$ cat config.mk
export PLATFORM = sky130hd
export DESIGN_NAME = dds_param_ctrl
export DESIGN_NICKNAME = d
export VERILOG_FILES = /design/src/rtl/dds_param_ctrl.sv
export SDC_FILE = /design/constraint.sdc
export NUM_CORES = 1
export LEC_CHECK = 0
export ABC_AREA = 1
export CORE_MARGIN = 2
export CORE_UTILIZATION = 35
export DETAILED_ROUTE_END_ITERATION = 10
export PLACE_DENSITY_LB_ADDON = 0.2
export SLEW_MARGIN = 20
export SYNTH_ARGS = -nofsm -noshare
export SYNTH_HDL_FRONTEND = slang
export SYNTH_SLANG_ARGS = --single-unit
$ cat constraint.sdc
create_clock -name clk -period 7.23 [get_ports clk]
set_input_delay 2.169 -clock clk [delete_from_list [all_inputs] [get_ports clk]]
set_output_delay 2.169 -clock clk [all_outputs]
set_load 0.02 [all_outputs]
$ cat src/rtl/dds_param_ctrl.sv
// DDS runtime parameter controller: turns one-hot key rises into waveform, tuning word
// and step updates, with registered outputs and one-cycle update/saturation strobes.
module dds_param_ctrl #(
   parameter int unsigned     FW_W   = 32,
   parameter logic [FW_W-1:0] F_INIT = 32'd85899,
   parameter logic [FW_W-1:0] F_MIN  = 32'd1,
   parameter logic [FW_W-1:0] F_MAX  = 32'h7FFF_FFFF,
   parameter logic [FW_W-1:0] STEP0  = 32'd8590,
   parameter logic [FW_W-1:0] STEP1  = 32'd85899,
   parameter logic [FW_W-1:0] STEP2  = 32'd858993,
   parameter logic [FW_W-1:0] STEP3  = 32'd8589935
) (
   input  logic            clk,
   input  logic            rstn,
   input  logic [3:0]      key_cmd,
   output logic [1:0]      wave_sel,
   output logic [FW_W-1:0] freq_word,
   output logic [1:0]      step_sel,
   output logic            param_upd,
   output logic            sat
);

   function automatic logic [FW_W-1:0] step_lut(input logic [1:0] sel);
      case (sel)
         2'd0:    step_lut = STEP0;
         2'd1:    step_lut = STEP1;
         2'd2:    step_lut = STEP2;
         2'd3:    step_lut = STEP3;
         default: step_lut = STEP0;
      endcase
   endfunction

   logic [3:0]      r_key_d;
   logic [1:0]      r_wave;
   logic [FW_W-1:0] r_freq;
   logic [1:0]      r_step;
   logic            r_upd;
   logic            r_sat;

   logic [3:0]      w_rise;
   logic            w_onehot;
   logic [FW_W-1:0] w_step;
   logic [FW_W:0]   w_sum;
   logic [FW_W:0]   w_floor;
   logic [1:0]      w_wave_nxt;
   logic [FW_W-1:0] w_freq_nxt;
   logic [1:0]      w_step_nxt;
   logic            w_upd_nxt;
   logic            w_sat_nxt;

   // Edge detect and next-parameter computation; limits compared one bit wider to catch overflow
   always_comb begin
      w_rise     = key_cmd & ~r_key_d;
      w_onehot   = (w_rise != 4'b0000) && ((w_rise & (w_rise - 4'd1)) == 4'b0000);
      w_step     = step_lut(r_step);
      w_sum      = {1'b0, r_freq} + {1'b0, w_step};
      w_floor    = {1'b0, F_MIN} + {1'b0, w_step};
      w_wave_nxt = r_wave;
      w_freq_nxt = r_freq;
      w_step_nxt = r_step;
      w_upd_nxt  = 1'b0;
      w_sat_nxt  = 1'b0;
      if (w_onehot) begin
         case (w_rise)
            4'b0001: begin
               w_wave_nxt = r_wave + 2'd1;
               w_upd_nxt  = 1'b1;
            end
            4'b1000: begin
               w_step_nxt = r_step + 2'd1;
               w_upd_nxt  = 1'b1;
            end
            4'b0010: begin
               if (w_sum <= {1'b0, F_MAX}) begin
                  w_freq_nxt = w_sum[FW_W-1:0];
                  w_upd_nxt  = 1'b1;
               end else if (r_freq < F_MAX) begin
                  w_freq_nxt = F_MAX;
                  w_upd_nxt  = 1'b1;
                  w_sat_nxt  = 1'b1;
               end else begin
                  w_sat_nxt  = 1'b1;
               end
            end
            4'b0100: begin
               if ({1'b0, r_freq} >= w_floor) begin
                  w_freq_nxt = r_freq - w_step;
                  w_upd_nxt  = 1'b1;
               end else if (r_freq > F_MIN) begin
                  w_freq_nxt = F_MIN;
                  w_upd_nxt  = 1'b1;
                  w_sat_nxt  = 1'b1;
               end else begin
                  w_sat_nxt  = 1'b1;
               end
            end
            default: begin
               w_upd_nxt = 1'b0;
               w_sat_nxt = 1'b0;
            end
         endcase
      end else begin
         w_upd_nxt = 1'b0;
         w_sat_nxt = 1'b0;
      end
   end

   // Parameter and strobe registers
   always_ff @(posedge clk or negedge rstn) begin
      if (!rstn) begin
         r_key_d <= 4'b0000;
         r_wave  <= 2'd0;
         r_freq  <= F_INIT;
         r_step  <= 2'd0;
         r_upd   <= 1'b0;
         r_sat   <= 1'b0;
      end else begin
         r_key_d <= key_cmd;
         r_wave  <= w_wave_nxt;
         r_freq  <= w_freq_nxt;
         r_step  <= w_step_nxt;
         r_upd   <= w_upd_nxt;
         r_sat   <= w_sat_nxt;
      end
   end

   assign wave_sel  = r_wave;
   assign freq_word = r_freq;
   assign step_sel  = r_step;
   assign param_upd = r_upd;
   assign sat       = r_sat;

endmodule

==> impl_metrics.yaml, run 1 <==
outcome:
  status: "finished clean"
critical_path:
  end_kind: "flop"
  crit_top_cell: "nand2_1"
  crit_type: "input pin to flop"
  path_cells: "clkdlybuf4s50_1 > inv_1 > nor2_1 > inv_1 > nand2_1 > nor3_4 > buf_4 > inv_1 > nand2_1 > buf_4 > nand3_1 > nand2_1 > nand2_1"
  reg2reg_depth: 17
  cp-startpoint: "key_cmd[0]"
  cp_slowest_cell: "inv_1"
  crit_path_max_fanout: 24
  rrSetupSlack_ns: 2.58
  crit_path_start_kind: "input pin"
  cp.arrival_ns: 5.33
  rr_startpoint: "step_sel[0]"
  cp_data_required_time_ns: 7.49
  r2r-end: "freq_word[13]"
  crit_path_max_incr_delay_ns: 0.72
finish:
  fin_nets: 1300
  num_antenna_cells: 0
  fill_cells: 2146
  multi_input_area_sq_um: 4800
  regArea_sq_um: 1060
  drive_gt1_share_pct: 4.61
  areaGrowthSynthToFinish_pct: 10.9
yosys:
  synth_top_cell_area_share_pct: 25.0
  ys.flop_type: "dfrtp_1"
  synth.cell_area_sq_um: 6770
  async_flop_share_pct: 100
  ys_top_cells_by_count: "nand2_1, inv_1, nand3_1"
  yosysUniqueCellTypes: 41
  postSynthAreaPerCell_sq_um: 5.59
  netlist_instances: 1210
  synth_edf_count: 0
  synthesis.nets: 1275
  ys_seq_area_share_pct: 15.7
  synth-warning-count: 0
  synth_area_leaders: "nand2_1, dfrtp_1, ha_1"
  synth-seq-cells: 42
  yosysTopAreaCell: "nand2_1"
  synth_most_common_cell: "nand2_1"
cts:
  clockBufferDepth: 2
  cts_tree: "built"
  numCtsBuffers: 5
  ctsResizeCount: 0
  post_cts_buffers: 0
  hold_buffers: 0
  cts_sinks: 42
  ctsHtreeMaxLevel: 2
  clk_pin_slew_worst_paths_ns: 0.08
  cts_root_buffer: "clkbuf_16"
  clock_latency_ns: 0.31
worst_hold_path:
  worstHoldStart: "wave_sel[1]"
  whs_path_depth: 1
  min_to: "wave_sel[1]"
  min_path_type: "flop to flop"
grt:
  grt_max_degree: 43
  grt_overflow_total: 0
  grt_usage_pct: 27.7
  grt_pass1_wl_microns: 42400
  grt_pass1_vias: 7329
  antenna_found_initial: 0
place:
  portBuffers: 43
  gp_congestion: 1.00
  dp_slack_ns: 1.87
  dpl.hpwl_microns: 22500
timing:
  fin_skew_ns: 0.00647
  setup_violations: 0
  worstMarginPinSlew_ns: 0.929
  hold_viol: 0
  period_share_pct: 70.2
  timing.final.ws_setup_ns: 2.15
  slew_headroom_pct: 38.0
  slew_viol_final: 0
  whs_ns: 0.471
  fin_crit_ns: 5.08
  fmax_mhz: 197
  tns_ns: 0
  rsz0062_at_grt: "false"
floorplan:
  rows: 50
  start_util_pct: 35.9
  die_area_sq_um: 20500
  ios: 44
  core_sq_um: 18800
  die_h_microns: 143
  die_x_microns: 143
drt:
  first_pass_iters: 6
  wl_per_cell_microns: 18.6
  vias: 7929
  vias_per_cell: 5.30
  drt_wl_total_microns: 27900
  drt_iter0_markers: 863
  ant_nets: 0
  drc: 0
run:
  drv_cap: 0
==> kinds of logic (layout without fill, tap and decap cells) <==
group                    count (synthesis)  after routing  share of synthesized area (%)
adder cells (fa/ha/maj)                 59             59                           11.1
AO/OA/AOI/OAI                           87             87                           7.08
flip-flops                              42             42                           15.7
XOR/XNOR                                21             21                           2.72
AND/OR/NAND/NOR                        782            782                           49.8
other                                    1              1                         0.0554
buffers and inverters                  218            244                           13.5
==> stage by stage <==
stage	cell area, sq um	util (%)	std cells
6_report	7500	39.8	1496
5_1_grt	7500	39.8	1496
4_1_cts	7500	39.8	1496
3_5_place_dp	7350	39.0	1488
3_3_place_gp	7350	39.0	1488
2_1_floorplan	6770	-	1210
==> placed cells by master (no fill, tap or decap), types with 29 or more instances in the layout <==
master,netlist,routed
a21oi_1,41,41
clkdlybuf4s50_1,0,42
dfrtp_1,32,32
ha_1,57,57
inv_1,177,177
nand2_1,450,450
nand3_1,131,131
nand4_1,44,44
nor2_1,99,99
o21ai_0,29,29
==> critical path: cells and delay by family <==
kind,cells,cell delay (ns)
and+or+nand+nor,7,1.18
buffers and inverters,6,1.96
==> flip-flops by register name, indices dropped and copies added, names as in the netlist <==
| name | flops |
|---|---|
| freq_word | 32 |
| param_upd | 1 |
| r_key_d | 4 |
| sat | 1 |
| step_sel | 2 |
| wave_sel | 2 |
==> worst max path at each step <==
stage                    endpoint  slack [ns]  cells past startpoint
floorplan           freq_word[13]        3.79                     10
global placement    freq_word[15]        2.01                     13
detailed placement  freq_word[14]        1.87                     13
CTS                 freq_word[14]        2.20                     13
global route         freq_word[9]        1.93                     13
finish              freq_word[14]        2.15                     13
==> cell type report <==
class / count / area share (%)
multi-input cells: 950 / 63.9
flip-flops and latches: 42 / 14.2
inverters: 189 / 9.47
repair buffers: 47 / 6.07
well taps: 260 / 4.34
clock buffers: 5 / 1.67
clock inverters: 3 / 0.334
==> metal layers <==
| layer | vias up | wire length (microns) | global-route usage [%] |
|---|---|---|---|
| met2 | 302 | 12200 | 43.3 |
| met5 | - | 0 | 0 |
| met4 | 0 | 935 | 10.1 |
| met1 | 3667 | 12300 | 38.0 |
| li1 | 3906 | - | - |
| met3 | 54 | 2390 | 5.37 |
Power of run 1 is left out: the tool's default activity adds up to more than one toggle a clock period on the data nets, which glitch-free logic cannot reach.
==> inputs of run 2 (changes only) <==
==> constraint.sdc (replaced) <==
create_clock -name clk -period 4.73 [get_ports clk]
set_input_delay 1.419 -clock clk [delete_from_list [all_inputs] [get_ports clk]]
set_output_delay 1.419 -clock clk [all_outputs]
set_load 0.02 [all_outputs]
==> impl_metrics.yaml, run 2 (synthesis results as in run 1) <==
finish:
  layout_commonest_cell: "nand2_1"
  largest_reg_flops: 32
  fin_nets: 1307
  finalInstanceArea_sq_um: 7560
  areaGrowthSynthToFinish_pct: 11.7
  num_antenna_cells: 0
  drive_gt1_share_pct: 5.15
  final_cell_mix: "nand2_1, inv_1, nand3_1, nor2_1, ha_1"
drt:
  top_layer_used: "met4"
  dr_wl_met2_microns: 12700
  vias: 7957
  drc: 0
  drt_iter0_markers: 830
  drt_wl_total_microns: 28400
  vias_per_cell: 5.29
  wl_per_cell_microns: 18.9
  ant_nets: 0
  met3WireLength_microns: 2210
  first_pass_iters: 6
  route.layer.met1.wl_microns: 13000
cts:
  clk_pin_slew_worst_paths_ns: 0.07
  numCtsBuffers: 5
  cts_sinks: 42
  cts_tree: "built"
  ctsResizeCount: 0
  cts_root_buffer: "clkbuf_16"
  post_cts_buffers: 0
  clockBufferDepth: 2
  clock_latency_ns: 0.30
  ctsHtreeMaxLevel: 2
  hold_buffers: 0
critical_path:
  crit_path_max_incr_delay_ns: 0.55
  cp.arrival_ns: 4.20
  crit_path_max_fanout: 33
  cp_slowest_cell: "nand2_2"
  crit_top_cell: "nand3_1"
  path_cells: "inv_1 > ha_1 > inv_1 > ha_1 > inv_1 > fa_1 > inv_1 > nand3_1 > nand3_1 > nand3_1 > nand3_2 > nand2_1 > nand3_1 > nand2_1 > nand3_2 > nand3_2 > nand2_2 > nand3_1"
  crit_type: "flop to flop"
  crit_path_start_kind: "flop"
  end_kind: "flop"
  cp_data_required_time_ns: 4.88
grt:
  grt_pass1_vias: 7421
  grt_usage_pct: 28.1
  antenna_found_initial: 1
  grt_pass1_wl_microns: 42900
  grt_max_degree: 43
  grt_overflow_total: 0
run:
  drv_cap: 0
timing:
  period_share_pct: 85.6
  hold_viol: 0
  fmax_mhz: 247
  slew_viol_final: 0
  slew_headroom_pct: 34.6
  tns_ns: 0
  worstMarginPinSlew_ns: 0.980
  setup_violations: 0
  rsz0062_at_grt: "false"
  fin_skew_ns: 0.00427
  fin_crit_ns: 4.05
floorplan:
  ios: 44
  start_util_pct: 35.9
  die_h_microns: 143
  core_sq_um: 18800
  die_area_sq_um: 20500
  rows: 50
  die_x_microns: 143
place:
  dpl.hpwl_microns: 23600
  place_area_sq_um: 7400
  gp_congestion: 1.00
  portBuffers: 43
worst_hold_path:
  min_path_type: "flop to flop"
outcome:
  status: "finished clean"
## run 2: changes by cell type in the layout (fill, tap and decap cells not counted), sizes merged
cell	before	now
clkinv	2	1
inv	189	190
buf	5	12
## run 2: cell type report
class                   instances  area [sq um]
repair buffers                 54           508
clock buffers                   5           125
multi-input cells             950          4800
fillers                      2187         11300
inverters                     189           711
well taps                     260           325
flip-flops and latches         42          1060
clock inverters                 3          27.5
## run 2: path summary, 6_finish.rpt
check	from	end	slack, ns	depth (start not counted)
setup reg to reg	step_sel[0]	param_upd	0.68	18
min in group asynchronous	rstn	freq_word[4]	1.27	1
hold reg to reg	wave_sel[1]	wave_sel[1]	0.48	1
setup / recovery	step_sel[0]	param_upd	0.68	18
hold / removal	wave_sel[1]	wave_sel[1]	0.48	1
max in group asynchronous	rstn	freq_word[29]	2.84	1
## run 2: per-layer routing
metal	vias to the layer above	global-route usage (%)
met3	33	3.42
met4	0	6.15
met5	-	0
met2	323	45.5
li1	3910	-
met1	3691	39.8
## run 2: through the flow
step / std cells / worst slack [ns] / utilization (%) / hold slack, ns
after floorplan: 1210 / 1.70 / - / 0.514
after global placement: 1495 / 0.756 / 39.3 / 0.461
after detailed placement: 1495 / 0.694 / 39.3 / 0.465
after CTS: 1503 / 0.698 / 40.1 / 0.482
after global routing: 1503 / 0.371 / 40.1 / 0.512
final: 1503 / 0.680 / 40.1 / 0.481
## run 2: critical path: cells and delay by family (launching register included)
family | cells | cell delay, ns
DFF | 1 | 0.45
and+or+nand+nor | 11 | 1.81
adders and majority gates | 3 | 0.98
buffers and inverters | 4 | 0.65
Power of run 2 is left out for the same reason.
